`config.mk`:
```
export PLATFORM = sky130hd
export DESIGN_NAME = mem_port_arbiter
export DESIGN_NICKNAME = d
export VERILOG_FILES = /design/src/rtl/cpu_mem_pkg.sv /design/src/rtl/arb_watchdog.sv /design/src/rtl/mem_port_arbiter.sv
export SDC_FILE = /design/constraint.sdc
export NUM_CORES = 1
export LEC_CHECK = 0
export BUFFER_PORTS_ARGS = -buffer_cell sky130_fd_sc_hd__buf_2
export CAP_MARGIN = 30
export CORE_UTILIZATION = 35
export DETAILED_ROUTE_END_ITERATION = 16
export PLACE_DENSITY_LB_ADDON = 0.3
export SYNTH_ARGS = -nofsm -noshare
export SYNTH_HDL_FRONTEND = slang
export SYNTH_SLANG_ARGS = --single-unit
```
`constraint.sdc`:
```
create_clock -name clk_i -period 6.2 [get_ports clk_i]
set_input_delay 1.55 -clock clk_i [delete_from_list [all_inputs] [get_ports clk_i]]
set_output_delay 1.55 -clock clk_i [all_outputs]
set_load 0.01 [all_outputs]
```
`src/rtl/cpu_mem_pkg.sv`:
```
// Shared definitions for the CPU memory subsystem.
// Holds the arbiter state encoding, the datapath width constants used by the
// CPU top, and a helper that sizes the arbiter watchdog counter.
package cpu_mem_pkg;

    localparam int unsigned CPU_ADDR_W = 32;
    localparam int unsigned CPU_DATA_W = 32;

    typedef enum logic [1:0] {
        IDLE   = 2'd0,
        IF_ACC = 2'd1,
        DM_ACC = 2'd2
    } arb_state_t;

    // Counter width able to hold 0..timeout; a disabled watchdog still gets one bit.
    function automatic int unsigned wdog_cnt_w(input int unsigned timeout);
        return (timeout == 0) ? 1 : $clog2(timeout + 1);
    endfunction

endpackage

```
`src/rtl/arb_watchdog.sv`:
```
// Watchdog for the memory arbiter.
// Counts cycles in which the granted memory transaction is still unanswered.
// Ports:
//   clk_i, rst_i   clock, asynchronous active-high reset
//   clear_i        restart the count (asserted on the grant edge)
//   enable_i       this cycle is an unanswered access cycle
//   expired_o      this is the TIMEOUT-th unanswered cycle; abort at the next edge
// TIMEOUT = 0 disables the watchdog (expired_o is never asserted).
module arb_watchdog
    import cpu_mem_pkg::*;
#(
    parameter int unsigned TIMEOUT = 255
) (
    input  logic clk_i,
    input  logic rst_i,
    input  logic clear_i,
    input  logic enable_i,
    output logic expired_o
);

    localparam int unsigned CNT_W = wdog_cnt_w(TIMEOUT);
    localparam logic [CNT_W-1:0] MAX_CNT  = CNT_W'(TIMEOUT);
    localparam logic [CNT_W-1:0] LAST_CNT = (TIMEOUT == 0) ? '0 : CNT_W'(TIMEOUT - 1);

    logic [CNT_W-1:0] cnt_q, cnt_d;

    always_comb begin
        cnt_d = cnt_q;
        if (clear_i) begin
            cnt_d = '0;
        end else if (enable_i && (cnt_q != MAX_CNT)) begin
            cnt_d = cnt_q + 1'b1;
        end
    end

    always_ff @(posedge clk_i or posedge rst_i) begin
        if (rst_i) begin
            cnt_q <= '0;
        end else begin
            cnt_q <= cnt_d;
        end
    end

    // cnt_q unanswered cycles already elapsed; this one makes TIMEOUT.
    assign expired_o = (TIMEOUT != 0) && enable_i && (cnt_q == LAST_CNT);

endmodule

```
`src/rtl/mem_port_arbiter.sv`:
```
// Arbiter sharing one single-ported, variable-latency memory between the
// instruction-fetch stage (read-only) and the MEM stage (read/write).
// Ports:
//   clk_i, rst_i                      clock, asynchronous active-high reset
//   if_req_i/if_addr_i/if_flush_i     fetch request, address, branch flush
//   if_rdata_o/if_valid_o/if_stall_o  fetched word, completion, PC/IF-ID freeze
//   dm_req_i/dm_we_i/dm_addr_i/dm_wdata_i  data request
//   dm_rdata_o/dm_valid_o/dm_stall_o  load data, completion, pipeline freeze
//   mem_*_o / mem_rdata_i/mem_ready_i memory port
//   err_o                             sticky watchdog error
// The data port wins in IDLE; each access returns to IDLE, so at most one
// access per two cycles and a waiting fetch is granted right after a data access.
module mem_port_arbiter
    import cpu_mem_pkg::*;
#(
    parameter int unsigned ADDR_W  = CPU_ADDR_W,
    parameter int unsigned DATA_W  = CPU_DATA_W,
    parameter int unsigned TIMEOUT = 255
) (
    input  logic              clk_i,
    input  logic              rst_i,
    input  logic              if_req_i,
    input  logic [ADDR_W-1:0] if_addr_i,
    input  logic              if_flush_i,
    output logic [DATA_W-1:0] if_rdata_o,
    output logic              if_valid_o,
    output logic              if_stall_o,
    input  logic              dm_req_i,
    input  logic              dm_we_i,
    input  logic [ADDR_W-1:0] dm_addr_i,
    input  logic [DATA_W-1:0] dm_wdata_i,
    output logic [DATA_W-1:0] dm_rdata_o,
    output logic              dm_valid_o,
    output logic              dm_stall_o,
    output logic              mem_req_o,
    output logic              mem_we_o,
    output logic [ADDR_W-1:0] mem_addr_o,
    output logic [DATA_W-1:0] mem_wdata_o,
    input  logic [DATA_W-1:0] mem_rdata_i,
    input  logic              mem_ready_i,
    output logic              err_o
);

    arb_state_t        state_q, state_d;
    logic              mem_req_q, mem_req_d;
    logic              mem_we_q, mem_we_d;
    logic [ADDR_W-1:0] mem_addr_q, mem_addr_d;
    logic [DATA_W-1:0] mem_wdata_q, mem_wdata_d;
    logic              drop_q, drop_d;
    logic              err_q, err_d;

    logic grant_dm, grant_if, in_acc, done, timeout, drop;

    assign grant_dm = (state_q == IDLE) && dm_req_i;
    assign grant_if = (state_q == IDLE) && !dm_req_i && if_req_i && !if_flush_i;
    assign in_acc   = (state_q != IDLE);
    assign done     = in_acc && mem_ready_i && mem_req_q;

    arb_watchdog #(
        .TIMEOUT (TIMEOUT)
    ) u_watchdog (
        .clk_i     (clk_i),
        .rst_i     (rst_i),
        .clear_i   (grant_dm || grant_if),
        .enable_i  (in_acc && !mem_ready_i),
        .expired_o (timeout)
    );

    // A flush arriving in the completion cycle also discards the fetched word.
    assign drop = drop_q || if_flush_i;

    always_comb begin
        state_d     = state_q;
        mem_req_d   = mem_req_q;
        mem_we_d    = mem_we_q;
        mem_addr_d  = mem_addr_q;
        mem_wdata_d = mem_wdata_q;
        err_d       = err_q;
        unique case (state_q)
            IDLE: begin
                if (grant_dm) begin
                    state_d     = DM_ACC;
                    mem_req_d   = 1'b1;
                    mem_we_d    = dm_we_i;
                    mem_addr_d  = dm_addr_i;
                    mem_wdata_d = dm_wdata_i;
                end else if (grant_if) begin
                    state_d    = IF_ACC;
                    mem_req_d  = 1'b1;
                    mem_we_d   = 1'b0;
                    mem_addr_d = if_addr_i;
                end
            end
            IF_ACC, DM_ACC: begin
                // done is checked first so a ready in the expiry cycle completes.
                if (done) begin
                    state_d   = IDLE;
                    mem_req_d = 1'b0;
                end else if (timeout) begin
                    state_d   = IDLE;
                    mem_req_d = 1'b0;
                    err_d     = 1'b1;
                end
            end
            default: begin
                state_d   = IDLE;
                mem_req_d = 1'b0;
            end
        endcase
    end

    // drop lives only while the fetch is outstanding.
    assign drop_d = (state_q == IF_ACC) && !done && !timeout && drop;

    always_ff @(posedge clk_i or posedge rst_i) begin
        if (rst_i) begin
            state_q     <= IDLE;
            mem_req_q   <= 1'b0;
            mem_we_q    <= 1'b0;
            mem_addr_q  <= '0;
            mem_wdata_q <= '0;
            drop_q      <= 1'b0;
            err_q       <= 1'b0;
        end else begin
            state_q     <= state_d;
            mem_req_q   <= mem_req_d;
            mem_we_q    <= mem_we_d;
            mem_addr_q  <= mem_addr_d;
            mem_wdata_q <= mem_wdata_d;
            drop_q      <= drop_d;
            err_q       <= err_d;
        end
    end

    assign mem_req_o   = mem_req_q;
    assign mem_we_o    = mem_we_q;
    assign mem_addr_o  = mem_addr_q;
    assign mem_wdata_o = mem_wdata_q;
    assign err_o       = err_q;

    assign if_rdata_o = mem_rdata_i;
    assign dm_rdata_o = mem_rdata_i;
    assign dm_valid_o = (state_q == DM_ACC) && mem_ready_i;
    assign if_valid_o = (state_q == IF_ACC) && mem_ready_i && !drop;
    assign if_stall_o = if_req_i && !if_valid_o;
    assign dm_stall_o = dm_req_i && !dm_valid_o;

endmodule

```
### After elaboration in Yosys (flattened, before gate mapping)

Index checks and enable logic that the tools add are counted.

| word-level totals | value |
|---|---|
| bits in registers | 78 |
| bits of input ports | 135 |
| output and inout port bits | 135 |

| operators by class | value |
|---|---|
| add/subtract/negate cells | 1 |
| equality and inequality tests | 6 |
| mux-type cells | 16 |
| bitwise logic cells | 1 |
| reduce and logical (&&, ||, !) cells | 36 |

Operators with widths:

| cell | count |
|---|---|
| 2-to-1 mux 32 bit | 2 |
| logical AND 1 bit | 17 |
| 2-to-1 mux 8 bit | 2 |
| adder 8 x 1 -> 8 bit, second input constant | 1 |
| == test 8 bit, second input constant | 1 |
| zero test 1 bit | 8 |
| 2-to-1 mux 2 bit | 4 |
| != test 8 bit, second input constant | 1 |
| 2-to-1 mux 1 bit | 6 |
| != test 3 bit, second input constant | 2 |
| AND reduction 2 bit | 3 |
| nonzero test 2 bit | 3 |
| one-hot mux 2 bit (2 select lines) | 1 |
| AND reduction 3 bit | 1 |
| == test 2 x 1 -> 1 bit, second input constant | 1 |
| == test 2 bit, second input constant | 1 |
| zero test 2 bit | 1 |
| logical OR 1 bit | 2 |
| one-hot mux 1 bit (2 select lines) | 1 |
| OR reduction 2 bit | 1 |
| inverter 1 bit | 1 |

### Depth between registers and ports, before layout

Gate-level depths: netlist of the first run.

| depth | value |
|---|---|
| word-level depth | 7 |
| mapped depth | 8 |
| depth with buffers taken out | 6 |

### Cells and area by module

Synthesis of the first run repeated with hierarchy kept, for this count alone.

| second synthesis, totals | value |
|---|---|
| cells, all modules | 327 |
| area, all modules | 4342.9 um2 |

By module, submodules not included:

| module | instances | cells each | area an instance (um2) | seq. area each (um2) |
|---|---|---|---|---|
| mem_port_arbiter | 1 | 277 | 3900.0 | 1751.7 |
| arb_watchdog | 1 | 50 | 442.9 | 200.2 |

### Least setup slack after synthesis of the first run

Ideal clock, no wire load.

| timing path | value |
|---|---|
| kind | input to output |
| start point | input mem_ready_i |
| end point | output if_stall_o |
| arrival | 2.157 ns |
| data required time | 4.650 ns |
| slack | 2.493 ns |
| cell stages on the path | 4 |
| path buffers | 1 |
| cells stage by stage | buf_6 -> nand2_1 -> nor3_1 -> nor2b_1 |

| on the way | value |
|---|---|
| word-level cells in the longest chain between the ends | 4 |

RTL lines:

| what | RTL line | source |
|---|---|---|
| start: declaration | mem_port_arbiter.sv:40 | `input logic mem_ready_i,` |
| logical AND 1 bit (2 in series) | mem_port_arbiter.sv:144 | `assign if_valid_o = (state_q == IF_ACC) && mem_ready_i && !drop;` |
| net if_valid_o | mem_port_arbiter.sv:26 | `output logic if_valid_o,` |
| zero test 1 bit | mem_port_arbiter.sv:145 | `assign if_stall_o = if_req_i && !if_valid_o;` |
| logical AND 1 bit | mem_port_arbiter.sv:145 |  |
| end: declaration | mem_port_arbiter.sv:27 | `output logic if_stall_o,` |

The timed path passes the listed nets, and every way through them passes these cells.

### Worst setup path in the final report of the first run

| timing path | value |
|---|---|
| start point | input mem_ready_i |
| end point | output if_stall_o |

| on the way | value |
|---|---|
| word-level cells in the longest chain between the ends | 4 |

RTL lines:

| what | RTL line |
|---|---|
| logical AND 1 bit (2 in series) | mem_port_arbiter.sv:144 |
| zero test 1 bit | mem_port_arbiter.sv:145 |
| logical AND 1 bit | mem_port_arbiter.sv:145 |

No other way between the ends.

==> results of run 1 <==
-- final timing paths --
path / to / slack, ns / cells after the start
worst max-delay path: if_stall_o / 2.44 / 5
worst min-delay path: err_o / 0.47 / 2
min in group asynchronous: mem_addr_o[14] / 1.32 / 3
worst min register to register: err_o / 0.47 / 2
max in group asynchronous: mem_addr_o[28] / 4.29 / 4
worst max register to register: mem_wdata_o[17] / 4.30 / 5
-- through the flow --
step	util [%]	setup WS (ns)
after global placement	40.9	2.48
after global routing	44.1	2.35
after floorplan	-	2.49
after CTS	43.8	2.45
final	44.1	2.44
after detailed placement	40.9	2.45
-- final cells by class --
type / count / area [um^2]
multi-input combinational: 198 / 1450
inverter: 8 / 31.3
clock buffer: 12 / 246
sequential: 78 / 1950
timing repair buffer: 177 / 921
tap: 140 / 175
clock inverter: 4 / 70.1
fill: 1060 / 6140
-- power by group through the flow --
stage	combinational [mW]	clock (mW)	sequential [mW]
after global routing	1.01	0.599	0.877
after CTS	0.909	0.575	0.851
after floorplan	0.505	0	0.954
after detailed placement	0.909	0	0.856
final	0.900	0.557	0.848
after global placement	0.888	0	0.847
-- cells by family after synthesis --
group / Yosys count / synth area share [%]
muxes: 64 / 17.0
buffers and inverters: 89 / 15.3
DFF: 78 / 48.7
and+or+nand+nor: 67 / 7.62
xor gates and xnor gates: 6 / 1.31
adders and majority gates: 6 / 1.87
AOI/OAI and AO/OA: 55 / 8.21
-- routing by layer --
layer,wire (um),share of wire [%],up-vias
li1,-,-,1391
met1,3460,40,1357
met2,4430,51,151
met3,739,8.5,10
met4,107,1.2,0
met5,0,0,-
-- Yosys cell counts (all sizes together) (3+ instances only) --
cell type,number
buf,79
dfrtp,78
ha,6
inv,8
mux2,32
mux2i,32
nand2,37
nand3,5
nand4,3
nor2,10
nor2b,3
o211ai,3
o21ai,42
xor2,5
-- worst min-delay path: cells and delay by family (launching register included) --
family,cells,cell delay (ns)
AOI/OAI and AO/OA,1,0.05
buffers and inverters,1,0.04
DFF,1,0.34
-- sequential cells by signal (all words and copies together) (netlist names) --
name / flops
err_o: 1
state_q: 2
mem_req_o: 1
mem_addr_o: 32
u_watchdog.cnt_q: 8
drop_q: 1
mem_we_o: 1
mem_wdata_o: 32
==> qor.yml, run 1 <==
rsz0062_at_grt: "false"
period_share_pct: 60.7
busiest_layer: "met2"
post_cts_resize_count: 0
power_density_nw_per_um2: 476
clock_path_buffers: 2
use_met2_pct: 25.0
crit_slowest_cell: "buf_2"
cts.sinks: 78
crit_fanout: 9
wl_per_cell_um: 14.2
first_pass_iters: 4
path_buf_inv: 2
path_clk_slew_ns: 0.06
ctsHoldBuffers: 0
finalCriticalPeriod_ns: 3.76
drc: 0
ys_async_sr_fraction_pct: 100
ioPinCount: 270
hold_violations: 0
final_cells: 617
cp_top_family: "buffers and inverters"
syn_area_um2: 4010
skew_ns: 0.00522
via_count: 2909
dieArea_um2: 11900
ys.flop_type: "dfrtp_1"
pwr-share-seq_pct: 36.8
grt_remaining_overflow: 0
syn2layout_area_growth_pct: 20.9
dp.cells: 599
finalWirelength_um: 8740
ant_nets: 0
antenna_found_initial: 0
synth_top_area_share_pct: 48.7
synth_area_leaders: "dfrtp_1, buf_4, mux2_2, mux2i_1, o21ai_0"
ctsHtreeMaxLevel: 3
power_mw: 2.30
grt_pass1_vias: 2834
finalSetupViolCount: 0
tightest_slew_ns: 0.570
hp-start: "err_o"
pwr-share-comb_pct: 39.0
outcome: "finished, final reports clean"
p_switching_uw: 794
met1_usage_pct: 16.9
clockRootBuffer: "clkbuf_16"
yosysSeqAreaShare_pct: 48.7
r2r_start: "state_q[0]"
grtUsageMet3_pct: 3.29
grt_max_degree: 79
hold_class: "flop to flop"
grt_use_total_pct: 14.6
mostFrequentLayoutCell: "buf_2"
grt_first_pass_wirelength_um: 13300
crit_top_cell: "buf_2"
drive_gt1_share_pct: 47.6
placed_area_um2: 4490
cts_buffers: 9
portBuffers: 173
detailedRoute.firstIterationViolations: 152
clock_latency_ns: 0.32
holdWs_ns: 0.467
max-vdd-ir-drop_mv: 0.213
finalNetCount: 613
cp_cell_sequence: "buf_2 > nand2_1 > nor3_1 > nor2b_1 > buf_2"
start_util_pct: 36.5
synth_edf_count: 0
intPower_mw: 1.51
syn_inst: 365
ys_types: 34
finalSetupTns_ns: 0
fmax_ghz: 0.266
syn_nets: 506
final_cell_mix: "buf_2, dfrtp_1, o21ai_0"
switching_share_pct: 34.4
die_y_um: 109
postLayoutCellArea_um2: 4850
startpoint: "mem_ready_i"
yosysTopAreaCell: "dfrtp_1"
ys_seq_elements: 78
worstPathArrival_ns: 2.21
slowest_delay_ns: 0.19
cts_tree: "done"
path_class: "input port to output pin"
vias_per_cell: 4.71
clockPowerShare_pct: 24.2
rows: 38
end_kind: "output pin"
gp_congestion: 0.758
dp_hpwl_um: 6310
syn_avg_cell_area_um2: 11.0
core-area_um2: 11000
critPathRequiredTime_ns: 4.65
cts_setup_buffers: 0
die_x_um: 109
relSlewSlack_pct: 61.9
start_kind: "input port"
yosysWarningCount: 0
diodes: 0
drv_cap: 0
p_leak_nw: 2.56
slew_violations: 0
(Power assumes the default switching activity.)
==> run 2: changes to the inputs <==
Settings changed: ABC_AREA set to 1.
Clock period 6.2 ns to 3.55 ns, I/O delays scaled along.
==> run 2 against run 1 <==
The flow now finishes with violations (design-rule violations). Clock-buffer cell count shrank 2. Utilization shrank 0.67 points. Clock skew grew 0.0069 ns. Critical path depth grew 1. Setup slack lost 1.3 ns. Sequential cell count is the same. Via count grew 28%. Register-to-register slack lost 3.0 ns. Final cell count grew 32%. Hold slack gained 0.0049 ns. Wire length grew 26%. Largest cell class unchanged.
==> qor.yml, run 2 <==
yosysTopAreaCell: "dfrtp_1"
skew_ns: 0.0121  # +0.00693 ns
grt_remaining_overflow: 0  # unchanged
crit_cells: 6  # +1
crit_end: "if_stall_o"
grt_max_degree: 39  # -51%
syn_nets: 708  # +40%
nFillCells: 1189  # +12%
path_clk_slew_ns: 0.06  # about the same
regArea_um2: 1950  # unchanged
r2r_start: "state_q[0]"
antenna_found_initial: 0  # unchanged
ctsHoldBuffers: 0  # unchanged
ys.flop_type: "dfrtp_1"
ctsHtreeMaxLevel: 3  # unchanged
cts_tree: "done"
cts_setup_buffers: 0  # unchanged
post_cts_resize_count: 0  # unchanged
hold_class: "input port to async pin"
ys_types: 27  # -21%
mostFrequentLayoutCell: "nand2_1"
finalWirelength_um: 11100  # +26%
drive_gt1_share_pct: 30.9  # -17 points
vias_per_cell: 4.57  # -3.1%
rr_worst_depth: 10  # +5
grt_pass1_vias: 3744  # +32%
detailedRoute.firstIterationViolations: 211  # +39%
ioPinCount: 270  # unchanged
finalNetCount: 810  # +32%
yosysMostFrequentCell: "nand2_1"
rows: 39  # +2.6%
postLayoutCellArea_um2: 5050  # +4.1%
power_density_nw_per_um2: 822  # +73%
cts_buffers: 9  # unchanged
crit_slowest_cell: "nor2_1"
multi_input_area_um2: 1600  # +10%
crit_fanout: 2  # -7
relSlewSlack_pct: 43.7  # -18 points
startpoint: "if_flush_i"
core-area_um2: 11600  # +5.7%
clock_latency_ns: 0.33  # about the same
r2r-end: "state_q[1]"
ys_seq_elements: 78  # unchanged
reg2reg_setup_slack_ns: 1.34  # -2.96 ns
dp_hpwl_um: 8200  # +30%
grt_use_total_pct: 18.2  # +3.6 points
syn_area_um2: 4250  # +6.0%
critPathRequiredTime_ns: 2.66  # -1.99 ns
p_leak_nw: 3.00  # +17%
first_pass_iters: 11  # +7
die_x_um: 112  # +2.9%
diodes: 0  # unchanged
final_cell_mix: "nand2_1, buf_2, dfrtp_1"
cp_cell_sequence: "buf_2 > nor2_1 > nand2_1 > nor2_1 > nor2_1 > buf_2"
violations: "design-rule violations"
syn_inst: 567  # +55%
via_count: 3731  # +28%
cp_top_family: "simple AND/OR/NAND/NOR gates"
cts.sinks: 78  # unchanged
outcome: "finished, violations left"
synth_top_area_share_pct: 45.9  # -2.8 points
clockRootBuffer: "clkbuf_16"
die_y_um: 112  # +2.9%
gp_congestion: 0.788  # +4.0%
start_kind: "input port"
drv_cap: 0  # unchanged
grt_first_pass_wirelength_um: 18200  # +37%
crit_top_cell: "nor2_1"
synth_edf_count: 0  # unchanged
rsz0062_at_grt: "false"
ant_nets: 0  # unchanged
yosysSeqAreaShare_pct: 45.9  # -2.8 points
path_class: "input port to output pin"
wl_per_cell_um: 13.5  # -4.5%
synth_area_leaders: "dfrtp_1, nand2_1, buf_4, o21ai_1, ha_1"
portBuffers: 173  # unchanged
ys_async_sr_fraction_pct: 100  # unchanged
worstPathArrival_ns: 1.49  # -0.72 ns
syn_avg_cell_area_um2: 7.49  # -32%
yosysWarningCount: 0  # unchanged
placed_area_um2: 4730  # +5.3%
dieArea_um2: 12600  # +5.9%
max-vdd-ir-drop_mv: 0.268  # +26%
finalCriticalPeriod_ns: 2.38
hold_violations: 0  # unchanged
ys_top_cells_by_count: "nand2_1, dfrtp_1, buf_4, o21ai_1, inv_1"
finalSetupTns_ns: 0  # unchanged
drc: 13  # +13
tightest_slew_ns: 0.843  # +0.273 ns
end_kind: "output pin"
finalSetupViolCount: 0  # unchanged
fmax_ghz: 0.421
slew_violations: 0  # unchanged
slowest_delay_ns: 0.13  # -0.06 ns
syn2layout_area_growth_pct: 18.8
start_util_pct: 36.6  # +0.098 points
period_share_pct: 67.0
clock_path_buffers: 2  # unchanged
path_buf_inv: 2  # unchanged
==> run 2: cell families after synthesis <==
kind of cell | share of synthesized area (%)
xor+xnor | 0.206
simple gates | 30.7
fa+ha+maj | 1.77
buf+inv | 16.5
compound gates | 4.92
flops | 45.9
==> run 2: layout make-up <==
class | instances | share of cell area [%]
clock buffers | 10 | 4.54
clock inverters | 6 | 1.81
inverters | 23 | 1.74
multi-input cells | 378 | 31.6
flip-flops and latches | 78 | 38.7
well taps | 143 | 3.55
repair buffers | 179 | 18.1
==> run 2: stage by stage <==
step	hold slack (ns)	utilization, %	total power [mW]	worst slack, ns	instances
after floorplan	0.462	-	2.62	0.667	567
after global placement	0.459	40.7	3.16	1.12	801
after detailed placement	0.464	40.7	3.20	1.07	801
after CTS	0.461	43.4	4.22	1.17	817
after global routing	0.475	43.4	4.48	1.06	817
final	0.472	43.4	4.15	1.17	817
==> run 2: worst min path at each step <==
stage | startpoint | endpoint
floorplan | drop_q | drop_q
global placement | mem_wdata_o[2] | mem_wdata_o[2]
detailed placement | mem_wdata_o[7] | mem_wdata_o[7]
CTS | rst_i | mem_wdata_o[9]
global route | rst_i | mem_wdata_o[9]
finish | rst_i | mem_wdata_o[9]
==> run 2: worst register-to-register path, stage by stage, from the launching register on <==
cell	delay, ns
dfrtp_1	0.37
inv_1	0.09
ha_1	0.26
inv_2	0.49
nand2_1	0.22
nor2_1	0.19
nand2_1	0.10
nand3_1	0.15
nand2_1	0.12
nand2_1	0.08
nand2_1	0.05
==> run 2: where the power goes <==
group | internal, mW | switching, mW | total, mW
Combinational | 0.599 | 1.09 | 1.69
Sequential | 1.26 | 0.203 | 1.47
Clock | 0.621 | 0.369 | 0.990
==> run 2: per-layer routing <==
| layer | vias to the layer above | global-route usage (%) | share of wire (%) |
|---|---|---|---|
| met5 | - | 0 | 0 |
| met4 | 0 | 6.13 | 0.69 |
| met3 | 9 | 3.51 | 5.9 |
| met2 | 143 | 33.6 | 52 |
| met1 | 1704 | 21.1 | 41 |
| li1 | 1875 | - | - |
